## src/rtl/draw_player_pkg.sv

```systemverilog
// Shared game constants: play-area bounds, player colour and player FSM encoding.
// Also used by draw_background, so both stages agree on the same geometry.
package draw_player_pkg;

    localparam int GAME_TOP_V_LINE    = 367;
    localparam int GAME_BOTTOM_V_LINE = 667;
    localparam int GAME_LEFT_H_LINE   = 361;
    localparam int GAME_RIGHT_H_LINE  = 661;
    localparam int GAME_PLAYER_SIZE   = 20;

    localparam logic [11:0] GAME_PLAYER_COLOR = 12'h0_f_0;

    typedef enum logic [1:0] {
        ST_ALIVE = 2'd0,
        ST_HIT   = 2'd1,
        ST_DEAD  = 2'd2
    } player_state_e;

endpackage

```

## src/rtl/player_ctl.sv

```systemverilog
// Player position and life FSM, advanced once per frame on the rising edge of vblank.
// Latency: state updates on the edge after the input; no backpressure.
module player_ctl
    import draw_player_pkg::*;
#(
    parameter int TOP_V_LINE    = GAME_TOP_V_LINE,
    parameter int BOTTOM_V_LINE = GAME_BOTTOM_V_LINE,
    parameter int LEFT_H_LINE   = GAME_LEFT_H_LINE,
    parameter int RIGHT_H_LINE  = GAME_RIGHT_H_LINE,
    parameter int PLAYER_SIZE   = GAME_PLAYER_SIZE,
    parameter int STEP          = 2,
    parameter int HIT_FRAMES    = 64
) (
    input  logic        pclk,
    input  logic        rst,
    input  logic        vblnk_i,
    input  logic        up_i,
    input  logic        down_i,
    input  logic        left_i,
    input  logic        right_i,
    input  logic        hit_i,
    output logic [11:0] x_o,
    output logic [11:0] y_o,
    output logic        visible_o,
    output logic [1:0]  lives_o,
    output logic        dead_o
);

    localparam int CW = $clog2(HIT_FRAMES) + 1;

    localparam logic [11:0] X_MIN   = 12'(LEFT_H_LINE);
    localparam logic [11:0] X_MAX   = 12'(RIGHT_H_LINE - PLAYER_SIZE);
    localparam logic [11:0] Y_MIN   = 12'(TOP_V_LINE);
    localparam logic [11:0] Y_MAX   = 12'(BOTTOM_V_LINE - PLAYER_SIZE);
    localparam logic [11:0] STP     = 12'(STEP);
    localparam logic [11:0] X_START = 12'((LEFT_H_LINE + RIGHT_H_LINE) / 2 - PLAYER_SIZE / 2);
    localparam logic [11:0] Y_START = 12'((TOP_V_LINE + BOTTOM_V_LINE) / 2 - PLAYER_SIZE / 2);
    localparam logic [CW-1:0] CNT_LAST = CW'(HIT_FRAMES - 1);

    player_state_e state_q, state_d;
    logic [11:0]   x_q, x_d, y_q, y_d;
    logic [1:0]    lives_q, lives_d;
    logic [CW-1:0] cnt_q, cnt_d;
    logic          vblnk_q;
    logic          frame_tick;

    // Limits are checked before the add/subtract so the position never wraps.
    function automatic logic [11:0] step_axis(input logic [11:0] pos, input logic inc,
                                              input logic dec, input logic [11:0] lo,
                                              input logic [11:0] hi);
        logic [11:0] res;
        res = pos;
        if (inc && !dec) begin
            res = (pos >= hi - STP) ? hi : pos + STP;
        end else if (dec && !inc) begin
            res = (pos <= lo + STP) ? lo : pos - STP;
        end
        return res;
    endfunction

    assign frame_tick = vblnk_i & ~vblnk_q;

    always_comb begin
        state_d = state_q;
        x_d     = x_q;
        y_d     = y_q;
        lives_d = lives_q;
        cnt_d   = cnt_q;

        if (frame_tick && state_q != ST_DEAD) begin
            x_d = step_axis(x_q, right_i, left_i, X_MIN, X_MAX);
            y_d = step_axis(y_q, down_i, up_i, Y_MIN, Y_MAX);
        end

        unique case (state_q)
            ST_ALIVE: begin
                if (hit_i) begin
                    if (lives_q > 2'd1) begin
                        state_d = ST_HIT;
                        lives_d = lives_q - 2'd1;
                        cnt_d   = '0;
                    end else begin
                        state_d = ST_DEAD;
                        lives_d = 2'd0;
                    end
                end
            end
            ST_HIT: begin
                if (frame_tick) begin
                    if (cnt_q == CNT_LAST) begin
                        state_d = ST_ALIVE;
                        cnt_d   = '0;
                    end else begin
                        cnt_d = cnt_q + 1'b1;
                    end
                end
            end
            ST_DEAD: begin
            end
            default: state_d = ST_DEAD;
        endcase
    end

    always_ff @(posedge pclk) begin
        if (rst) begin
            state_q <= ST_ALIVE;
            x_q     <= X_START;
            y_q     <= Y_START;
            lives_q <= 2'd3;
            cnt_q   <= '0;
            vblnk_q <= 1'b0;
        end else begin
            state_q <= state_d;
            x_q     <= x_d;
            y_q     <= y_d;
            lives_q <= lives_d;
            cnt_q   <= cnt_d;
            vblnk_q <= vblnk_i;
        end
    end

    // Bit 3 of the invulnerability count gives an 8-frame on/off blink.
    assign visible_o = (state_q == ST_ALIVE) || (state_q == ST_HIT && !cnt_q[3]);
    assign x_o       = x_q;
    assign y_o       = y_q;
    assign lives_o   = lives_q;
    assign dead_o    = (state_q == ST_DEAD);

endmodule

```

## src/rtl/draw_player.sv

```systemverilog
// Overlays the player square on the background stream and forwards timing unchanged.
// Latency: 1 pclk on every output; no backpressure (free-running pixel pipeline).
module draw_player
    import draw_player_pkg::*;
#(
    parameter int          TOP_V_LINE    = GAME_TOP_V_LINE,
    parameter int          BOTTOM_V_LINE = GAME_BOTTOM_V_LINE,
    parameter int          LEFT_H_LINE   = GAME_LEFT_H_LINE,
    parameter int          RIGHT_H_LINE  = GAME_RIGHT_H_LINE,
    parameter int          PLAYER_SIZE   = GAME_PLAYER_SIZE,
    parameter int          STEP          = 2,
    parameter int          HIT_FRAMES    = 64,
    parameter logic [11:0] PLAYER_COLOR  = GAME_PLAYER_COLOR
) (
    input  logic        pclk,
    input  logic        rst,
    input  logic [11:0] hcount_in,
    input  logic [11:0] vcount_in,
    input  logic        hsync_in,
    input  logic        vsync_in,
    input  logic        hblnk_in,
    input  logic        vblnk_in,
    input  logic [11:0] rgb_in,
    input  logic        up_in,
    input  logic        down_in,
    input  logic        left_in,
    input  logic        right_in,
    input  logic        hit_in,
    output logic [11:0] hcount_out,
    output logic [11:0] vcount_out,
    output logic        hsync_out,
    output logic        vsync_out,
    output logic        hblnk_out,
    output logic        vblnk_out,
    output logic [11:0] rgb_out,
    output logic [1:0]  lives_out,
    output logic        dead_out
);

    logic [11:0] player_x, player_y;
    logic        player_visible;
    logic        in_box;
    logic [11:0] rgb_nxt;

    player_ctl #(
        .TOP_V_LINE   (TOP_V_LINE),
        .BOTTOM_V_LINE(BOTTOM_V_LINE),
        .LEFT_H_LINE  (LEFT_H_LINE),
        .RIGHT_H_LINE (RIGHT_H_LINE),
        .PLAYER_SIZE  (PLAYER_SIZE),
        .STEP         (STEP),
        .HIT_FRAMES   (HIT_FRAMES)
    ) u_ctl (
        .pclk     (pclk),
        .rst      (rst),
        .vblnk_i  (vblnk_in),
        .up_i     (up_in),
        .down_i   (down_in),
        .left_i   (left_in),
        .right_i  (right_in),
        .hit_i    (hit_in),
        .x_o      (player_x),
        .y_o      (player_y),
        .visible_o(player_visible),
        .lives_o  (lives_out),
        .dead_o   (dead_out)
    );

    always_comb begin
        in_box = (hcount_in >= player_x) && (hcount_in < player_x + 12'(PLAYER_SIZE)) &&
                 (vcount_in >= player_y) && (vcount_in < player_y + 12'(PLAYER_SIZE));
        rgb_nxt = rgb_in;
        if (player_visible && !hblnk_in && !vblnk_in && in_box) begin
            rgb_nxt = PLAYER_COLOR;
        end
    end

    always_ff @(posedge pclk) begin
        if (rst) begin
            hcount_out <= '0;
            vcount_out <= '0;
            hsync_out  <= 1'b0;
            vsync_out  <= 1'b0;
            hblnk_out  <= 1'b0;
            vblnk_out  <= 1'b0;
            rgb_out    <= '0;
        end else begin
            hcount_out <= hcount_in;
            vcount_out <= vcount_in;
            hsync_out  <= hsync_in;
            vsync_out  <= vsync_in;
            hblnk_out  <= hblnk_in;
            vblnk_out  <= vblnk_in;
            rgb_out    <= rgb_nxt;
        end
    end

endmodule

```

## config.mk

```make
export PLATFORM = sky130hd
export DESIGN_NAME = draw_player
export DESIGN_NICKNAME = d
export VERILOG_FILES = /design/src/rtl/draw_player_pkg.sv /design/src/rtl/player_ctl.sv /design/src/rtl/draw_player.sv
export SDC_FILE = /design/constraint.sdc
export NUM_CORES = 1
export LEC_CHECK = 0
export CORE_MARGIN = 2
export CORE_UTILIZATION = 41
export CTS_BUF_LIST = sky130_fd_sc_hd__clkbuf_4 sky130_fd_sc_hd__clkbuf_8 sky130_fd_sc_hd__clkbuf_16
export CTS_CLUSTER_SIZE = 25
export DETAILED_ROUTE_END_ITERATION = 10
export PLACE_DENSITY = 0.65
export SLEW_MARGIN = 15
export SYNTH_ARGS = -nofsm -noshare
export SYNTH_HDL_FRONTEND = slang
export SYNTH_SLANG_ARGS = --single-unit
```

## constraint.sdc

```tcl
create_clock -name pclk -period 4.27 [get_ports pclk]
set_clock_uncertainty 0.05 [all_clocks]
set_input_delay 0.854 -clock pclk [delete_from_list [all_inputs] [get_ports pclk]]
set_output_delay 0.854 -clock pclk [all_outputs]
set_load 0.02 [all_outputs]
```

After elaboration in Yosys (flattened, before gate mapping)
Index checks and enable logic that the tools add are counted.
- word-level logic and storage cells: 91
- register bits after elaboration: 75
- memories: 0
- memory bits (read-only): 0
- latch bits: 0
- memory bits (writable): 0
- output and inout bits: 43
- shift-type cells: 0
- reductions and logical operators: 30
- add/subtract/negate cells: 8
- eq/ne operators: 8
- bitwise operators: 3
- multiplexer cells: 20
- $mul: 0
- order comparisons: 9
- div/mod/pow operators: 0
- operators by type and width (cell ; count):
    $mux 12 ; 8
    $mux 7 ; 4
    $add 12x2->12 const B ; 2
    $add 12x5->12 const B ; 2
    $ge 12x10->1 const B ; 2
    $ge 12x12->1 ; 2
    $le 12x9->1 const B ; 2
    $lt 12x12->1 ; 2
    $sub 12x2->12 const B ; 2
    $pmux 7 s2 ; 1
    $logic_and 1x1->1 ; 12
    $mux 2 ; 5
    $mux 8 ; 1
    $reduce_and 4->1 ; 2
    $add 7x1->7 const B ; 1
    $eq 7x6->1 const B ; 1
    $logic_not 1->1 ; 7
    $ne 2x1->1 const B ; 3
    $pmux 2 s3 ; 1
    $reduce_and 2->1 ; 3
    $reduce_bool 2->1 ; 3
    $ne 2x2->1 const B ; 2
    $eq 2x1->1 const B ; 1
    $eq 2x2->1 const B ; 1
    7 further kinds ; 8

Longest topological paths before layout
Gate-level depths: netlist of the first run.
- word-level depth: 7
- mapped depth: 12

Cells and area by module
A second synthesis of the first run with hierarchy kept.
- cells, all modules: 599
- area, all modules: 4992.3 µm²
- by module, submodules not included (module ; instances ; cells each ; area an instance (µm²)):
    draw_player ; 1 ; 278 ; 2499.9
    player_ctl ; 1 ; 321 ; 2492.4

Least setup slack after synthesis of the first run
No wires, ideal clock.
- path kind: register to register
- start point: register u_ctl.x_q[4] (netlist: u_ctl.x_o[4])
- end point: register rgb_out[11]
- library setup time: 131 ps
- cell stages (with the launch flop): 13
- period minus slack after synthesis: 2646 ps
- arrival time: 2465 ps
- path buffers: 2
- slack: 1624 ps
- cell sequence: dfxtp_1 > clkbuf_1 > a21oi_1 > nor2_1 > nand3_1 > xnor2_1 > ha_1 > a211oi_1 > nand3_1 > nor4_1 > and4b_1 > buf_2 > nor3b_1
- longest elaborated chain between the ends: 7
- elaborated cells between the ends (all ways): 8
- those cells by class: add/sub (1); order compare (2); reduce/logical (5)
- RTL lines (element ; line ; text):
    start, declared ; player_ctl.sv:41 ; logic [11:0] x_q, x_d, y_q, y_d;
    start signal, assigned ; player_ctl.sv:107 ; x_q <= X_START;
    start signal, assigned ; player_ctl.sv:114 ; x_q <= x_d;
    $add 12x5->12 ; draw_player.sv:70 ; in_box = (hcount_in >= player_x) && (hcount_in < player_x + 12'(PLAYER_SIZE)) &&
    $lt 12x12->1 ; draw_player.sv:70 ;
    $logic_and 1x1->1 * (2 in a row) ; draw_player.sv:70 ;
    $logic_and 1x1->1 * ; draw_player.sv:71 ; (vcount_in >= player_y) && (vcount_in < player_y + 12'(PLAYER_SIZE));
    $logic_and 1x1->1 * ; draw_player.sv:73 ; if (player_visible && !hblnk_in && !vblnk_in && in_box) begin
    $reduce_or 2->1 (no source line) * ; n/a ;
    end signal, assigned ; draw_player.sv:94 ; rgb_out <= rgb_nxt;
    end, declared ; draw_player.sv:35 ; output logic [11:0] rgb_out,
Every way passes the cells marked *; elsewhere a longest branch is shown, timed or not.
A chain may end at the register's enable or synchronous reset.

Worst setup path in the final report of the first run
- start point: register u_ctl.x_q[8] (netlist: u_ctl.x_o[8])
- end point: register rgb_out[2]
Same word-level chain as after synthesis.

==> results of run 1 <==
registers in the layout, summed over array words and instances (netlist names):
signal,count
u_ctl.vblnk_q,1
rgb_out,12
u_ctl.state_q,2
u_ctl.cnt_q,7
hsync_out,1
hcount_out,12
hblnk_out,1
vcount_out,12
u_ctl.lives_o,2
vsync_out,1
u_ctl.y_o,12
u_ctl.x_o,12
worst register-to-register path, delay by kind of cell (launching register included):
kind	cells	cell delay, ns
adders and majority gates	1	0.31
AOI/OAI and AO/OA	1	0.21
xor gates and xnor gates	1	0.15
and+or+nand+nor	6	1.52
DFF	1	0.55
buffers and inverters	1	0.31
cell type report:
class	count	area [um2]	share of cell area, %
clock buffers	9	225.2	3.704
clock inverters	7	76.32	1.255
inverters	37	138.9	2.284
flip-flops and latches	75	1501	24.69
well taps	143	178.9	2.942
multi-input cells	434	3059	50.31
repair buffers	91	900.9	14.81
power by group through the flow:
stage | Combinational, uW | Sequential (uW) | Clock (uW)
2_1_floorplan | 224 | 792 | 0
3_3_place_gp | 379 | 779 | 0
3_5_place_dp | 386 | 780 | 0
4_1_cts | 390 | 765 | 804
5_1_grt | 430 | 770 | 830
6_report | 389 | 765 | 785
cell usage in the layout (no fill, tap or decap), types with 6 or more instances in the layout:
cell type and n:
a211oi_1 7, a21oi_1 50, and3_1 6, clkbuf_16 9
clkdlybuf4s50_1 88, dfxtp_1 75, ha_1 59, inv_1 36
nand2_1 30, nand3_1 24, nand4_1 7, nor2_1 36
nor2b_1 33, nor3_1 22, nor3b_1 10, o21a_1 6
o21ai_0 34, o22ai_1 7, xnor2_1 18
final timing paths:
kind / startpoint / endpoint / slack (ns) / cells past startpoint
setup / recovery: u_ctl.x_o[8] / rgb_out[2] / 1.02 / 10
hold / removal: u_ctl.cnt_q[6] / u_ctl.cnt_q[6] / 0.43 / 1
setup reg to reg: u_ctl.x_o[8] / rgb_out[2] / 1.02 / 10
hold reg to reg: u_ctl.cnt_q[6] / u_ctl.cnt_q[6] / 0.43 / 1
metal layers:
metal	up-vias	GRT usage (%)	share of wire (%)	routed length (um)
met3	22	4.767	6.4	827
li1	2233	-	-	-
met2	143	31.66	44	5678
met4	0	9.187	2.3	300
met1	2117	27.61	47	6119
met5	-	0	0	0
stage by stage:
stage,power [uW],utilization (%)
after floorplan,1015,-
after global placement,1158,50.18
after detailed placement,1167,50.18
after CTS,1958,52.80
after global routing,2030,52.80
final,1939,52.80
cells by family after synthesis:
logic type	Yosys count	synth area share [%]
AOI/OAI and AO/OA	157	21.41
xor gates and xnor gates	21	3.768
adders and majority gates	59	15.12
buffers and inverters	69	6.562
DFF	75	30.76
muxes	2	0.4102
and+or+nand+nor	195	21.97
==> out/metrics.csv, run 1 <==
stage,metric,value,unit
timing,setup_viol,0,
timing,maxSlewHeadroom,41.83,%
run_status,violations,DRC,
clocking,cts_buffer_depth,2,
setup_path,cp-end-kind,flop,
timing,tightest_slew,0.8726,ns
power,pwr-share-clk,40.5,%
placement,place.gp.congestion,0.9095,
power,p_int,1370,uW
layout,n_antenna_cell,0,
clocking,clock-root-buffer,clkbuf_16,
clocking,post-cts-setup-buffer-count,0,
global_routing,grt_pass1_wl,21.16,mm
yosys,synthTopCellsByCount,"75 x dfxtp_1, 59 x ha_1, 50 x a21oi_1",
setup_path,crit_buf_inv,1,
setup_path,slowest_delay,0.58,ns
power,seqPwrFrac,39.5,%
setup_path,path_max_fanout,12,
die,die_w,113.1,um
global_routing,grtUsageTotal,20.60,%
yosys,yosysMostFrequentCell,dfxtp_1,
clocking,cts_buffers,9,
layout,final_cells,796,
clocking,cts_tree,built,
layout,nNetsFinal,754,
die,initial_core_util,42.38,%
yosys,synth_cells,578,
die,die_y,113.1,um
timing,period_needed,3.246,ns
die,io_pins,90,
placement,port_buffers,89,
setup_path,crit_type,flop to flop,
yosys,synth_fp_nets,684,
power,swShare,29.36,%
power,pwr-share-comb,20.1,%
drt,viasPerCell,5.672,
drt,antenna_left,0,
run,maxCapViolCount,0,
yosys,yosysTopAreaCell,dfxtp_1,
drt,dr.pass1.iters,7,
clocking,htreeDepth,3,
global_routing,grt_pass1_vias,4328,
layout,fill_cells,1076,
drt,totalWireLength,12.92,mm
yosys,synthTopCellsByArea,"dfxtp_1 31%, ha_1 15%, a21oi_1 5.1%",
setup_path,slowest_stage,and4b_1,
power,pwr_density_cell,318.9,nW/um2
setup_path,crit_family,simple AND/OR/NAND/NOR gates,
yosys,synth_area,4881,um2
global_routing,grt_max_degree,44,
global_routing,grt_overflow_total,0,
run_status,outcome,finished with violations,
layout,drive_above_1_share,5.054,%
setup_path,cp_common_cell,nand3_1,
die,num_rows,39,
yosys,synth-main-ff-cell,dfxtp_1,
setup_path,critPathArrivalTime,3.39,ns
yosys,synth_warnings,0,
yosys,synthArstFlopShare,0,%
clocking,cts_sinks,75,
setup_path,cp.required,4.41,ns
die,coreArea,11520,um2
yosys,synth_cell_types,70,
clocking,cts_resized,0,
power,vdd_drop_max,233.1,uV
timing,hold_violations,0,
placement,dp_cells,780,
drt,wire_per_inst,16.24,um
timing,drv_slew,0,
drt,vias,4515,
yosys,synth_enable_flop_cells,0,
drt,drc,11,
yosys,synth_top_area_share,30.76,%
timing,setup_ws,1.024,ns
yosys,yosysSeqAreaShare,30.76,%
layout,syn_to_final_growth,24.58,%
placement,post-place-ws,1.033,ns
timing,fin_crit_sh,76.02,%
setup_path,path_cells,clkinv_1 -> nor3_1 -> nand3_1 -> xnor2_1 -> ha_1 -> a211oi_1 -> nand3_1 -> nor4_1 -> and4b_1 -> nor3b_1,
clocking,clk_pin_slew_worst_paths,0.07,ns
clocking,clk_latency,0.35,ns
timing,whs,0.4293,ns
setup_path,cp-start-kind,flop,
timing,rsz0062_at_grt,no,
timing,fmax,0.3081,GHz
worst_hold_path,min_path_type,flop to flop,
drt,drt_iter0_markers,379,
yosys,ys_ff_latch,75,
placement,dpl.hpwl,9.617,mm
placement,place_area,5779,um2
timing,tns,0,ns
yosys,syn_area_per_cell,8.445,um2
global_routing,antenna_found_initial,0,
power,leakage,0.002425,uW
clocking,cts_hold_buf,0,
power,power.switching,569.2,uW
die,dieArea,12790,um2
layout,final_cell_area,6081,um2
No activity file was read; power rests on OpenSTA's default activity.
==> run 2: changes to the inputs <==
PLACE_DENSITY = 0.68   (was 0.65)
clock period = 2.9 ns   (was 4.27 ns; I/O delays follow)
==> run 2 against run 1 <==
The flow still finishes with violations (DRC). Power up 43%. Die area unchanged. Setup slack worse by 0.76 ns. Critical endpoint is now dead_out. Wire length about the same. Core utilization up 1.6 points. Register-to-register slack worse by 0.76 ns. Critical path type is now flop to output port. Highest routed layer unchanged. Critical path depth down 8.
==> out/metrics.csv, run 2 (synthesis results as in run 1) <==
stage,metric,value,unit,change
setup_path,cp.required,2.27,ns,-2.14 ns
timing,tightest_slew,0.5547,ns,-0.3179 ns
timing,whs,0.4218,ns,-0.007517 ns
setup_path,cp-start-kind,flop,,
drt,dr.pass1.iters,8,,+1
placement,dpl.hpwl,9.675,mm,+0.60%
layout,drive_above_1_share,8.689,%,+3.6 points
layout,nNetsFinal,781,,+3.6%
layout,syn_to_final_growth,28.33,%,
global_routing,grt_overflow_total,0,,unchanged
setup_path,r2r-end,rgb_out[7],,
worst_hold_path,min_path_cells,1,,unchanged
clocking,cts_resized,0,,unchanged
run,maxCapViolCount,0,,unchanged
worst_hold_path,whs_endpoint,u_ctl.cnt_q[6],,
timing,setup_viol,0,,unchanged
setup_path,slowest_delay,0.73,ns,+0.15 ns
timing,rsz0062_at_grt,no,,
drt,viasPerCell,5.669,,about the same
setup_path,critPathArrivalTime,2.01,ns,-1.38 ns
setup_path,rr_startpoint,u_ctl.y_o[3],,
clocking,post-cts-setup-buffer-count,0,,unchanged
clocking,clock-root-buffer,clkbuf_16,,
clocking,clk_latency,0.35,ns,about the same
layout,final_common_cell,clkdlybuf4s50_1,,
drt,totalWireLength,12.93,mm,about the same
clocking,cts_hold_buf,0,,unchanged
layout,final_cell_mix,"88 x clkdlybuf4s50_1, 75 x dfxtp_1, 59 x ha_1",,
timing,hold_violations,0,,unchanged
die,die_w,113.1,um,unchanged
die,initial_core_util,42.38,%,unchanged
placement,port_buffers,89,,unchanged
setup_path,r2r_setup_slack,0.26,ns,-0.76 ns
placement,dp_cells,807,,+3.5%
run_status,violations,DRC,,
placement,place.gp.congestion,0.9201,,+1.2%
worst_hold_path,min_path_type,flop to flop,,
worst_hold_path,min-delay-start,u_ctl.cnt_q[6],,
power,leakage,0.002553,uW,+5.3%
global_routing,antenna_found_initial,0,,unchanged
drt,wire_per_inst,15.73,um,-3.1%
layout,n_antenna_cell,0,,unchanged
drt,drc,12,,+1
die,dieArea,12790,um2,unchanged
timing,fin_crit_sh,91.01,%,
power,vdd_drop_max,294.1,uV,+26%
power,pwr_density_cell,442.3,nW/um2,+39%
clocking,clk_pin_slew_worst_paths,0.06,ns,about the same
timing,maxSlewHeadroom,62.71,%,+21 points
drt,drt_iter0_markers,466,,+23%
drt,vias,4660,,+3.2%
timing,fmax,0.3789,GHz,
global_routing,grt_max_degree,38,,-14%
drt,antenna_left,0,,unchanged
timing,tns,0,ns,unchanged
die,io_pins,90,,unchanged
setup_path,path_cells,nor2b_1 -> clkdlybuf4s50_1,,
die,num_rows,39,,unchanged
global_routing,grtUsageTotal,20.25,%,-0.35 points
timing,drv_slew,0,,unchanged
global_routing,grt_pass1_wl,21.13,mm,-0.13%
timing,period_needed,2.639,ns,
die,coreArea,11520,um2,unchanged
clocking,cts_buffer_depth,2,,unchanged
setup_path,slowest_stage,clkdlybuf4s50_1,,
run_status,outcome,finished with violations,,
global_routing,grt_pass1_vias,4372,,+1.0%
setup_path,path_max_fanout,9,,-3
layout,final_cells,822,,+3.3%
clocking,cts_tree,built,,
power,power.total,2770,uW,+43%
die,die_y,113.1,um,unchanged
setup_path,crit_type,flop to output port,,
setup_path,cp-end-kind,output port,,
clocking,cts_buffers,9,,unchanged
clocking,htreeDepth,3,,unchanged
clocking,cts_sinks,75,,unchanged
setup_path,r2r_cells,10,,unchanged
## run 2: cell types whose count changed in the layout (fill, tap and decap cells not counted), moves of 2 or more
cell	previous run	this run
buf_4	2	28
clkbuf_4	0	2
clkinvlp_4	2	0
clkinv_2	1	3
inv_6	2	0
## run 2: how the worst max path moves through the flow
stage / slack [ns] / cells past startpoint / endpoint / startpoint
after global routing: 0.1 / 10 / rgb_out[6] / u_ctl.y_o[3]
after floorplan: 0.25 / 12 / rgb_out[11] / u_ctl.x_o[4]
after CTS: 0.27 / 2 / dead_out / u_ctl.state_q[1]
after global placement: 0.21 / 8 / u_ctl.y_o[5] / up_in
after detailed placement: 0.13 / 9 / rgb_out[7] / hcount_in[10]
final: 0.26 / 2 / dead_out / u_ctl.state_q[1]
## run 2: stage by stage
stage / utilization (%) / worst slack [ns] / instance area (um2)
CTS: 54.39 / 0.2652 / 6264
detailed placement: 52.05 / 0.1260 / 5995
global placement: 52.05 / 0.2147 / 5995
finish: 54.39 / 0.2607 / 6264
global route: 54.39 / 0.09639 / 6264
floorplan: - / 0.2542 / 4881
## run 2: final cells by class
type,instances,area [um2]
clock inverter,3,15.01
fill,1013,5253
clock buffer,12,254.0
timing repair buffer,118,1116
tap,143,178.9
inverter,37,138.9
sequential,75,1501
multi-input combinational,434,3059
## run 2: metal layers
| metal | up-vias | share of wire (%) | GRT usage [%] |
|---|---|---|---|
| li1 | 2280 | - | - |
| met2 | 234 | 43 | 31.18 |
| met4 | 0 | 2.1 | 8.049 |
| met1 | 2114 | 46 | 27.34 |
| met3 | 32 | 9.0 | 4.928 |
| met5 | - | 0 | 0 |
## run 2: power by group
group          switching, uW  internal (uW)
Sequential              30.8           1080
Combinational            326            288
Clock                    435            613
Total                    792           1980
## run 2: worst max-delay path, delay by kind of cell, from the launching register on
kind / cells / cell delay [ns]
buffers and inverters: 1 / 0.73
DFF: 1 / 0.50
and+or+nand+nor: 1 / 0.44
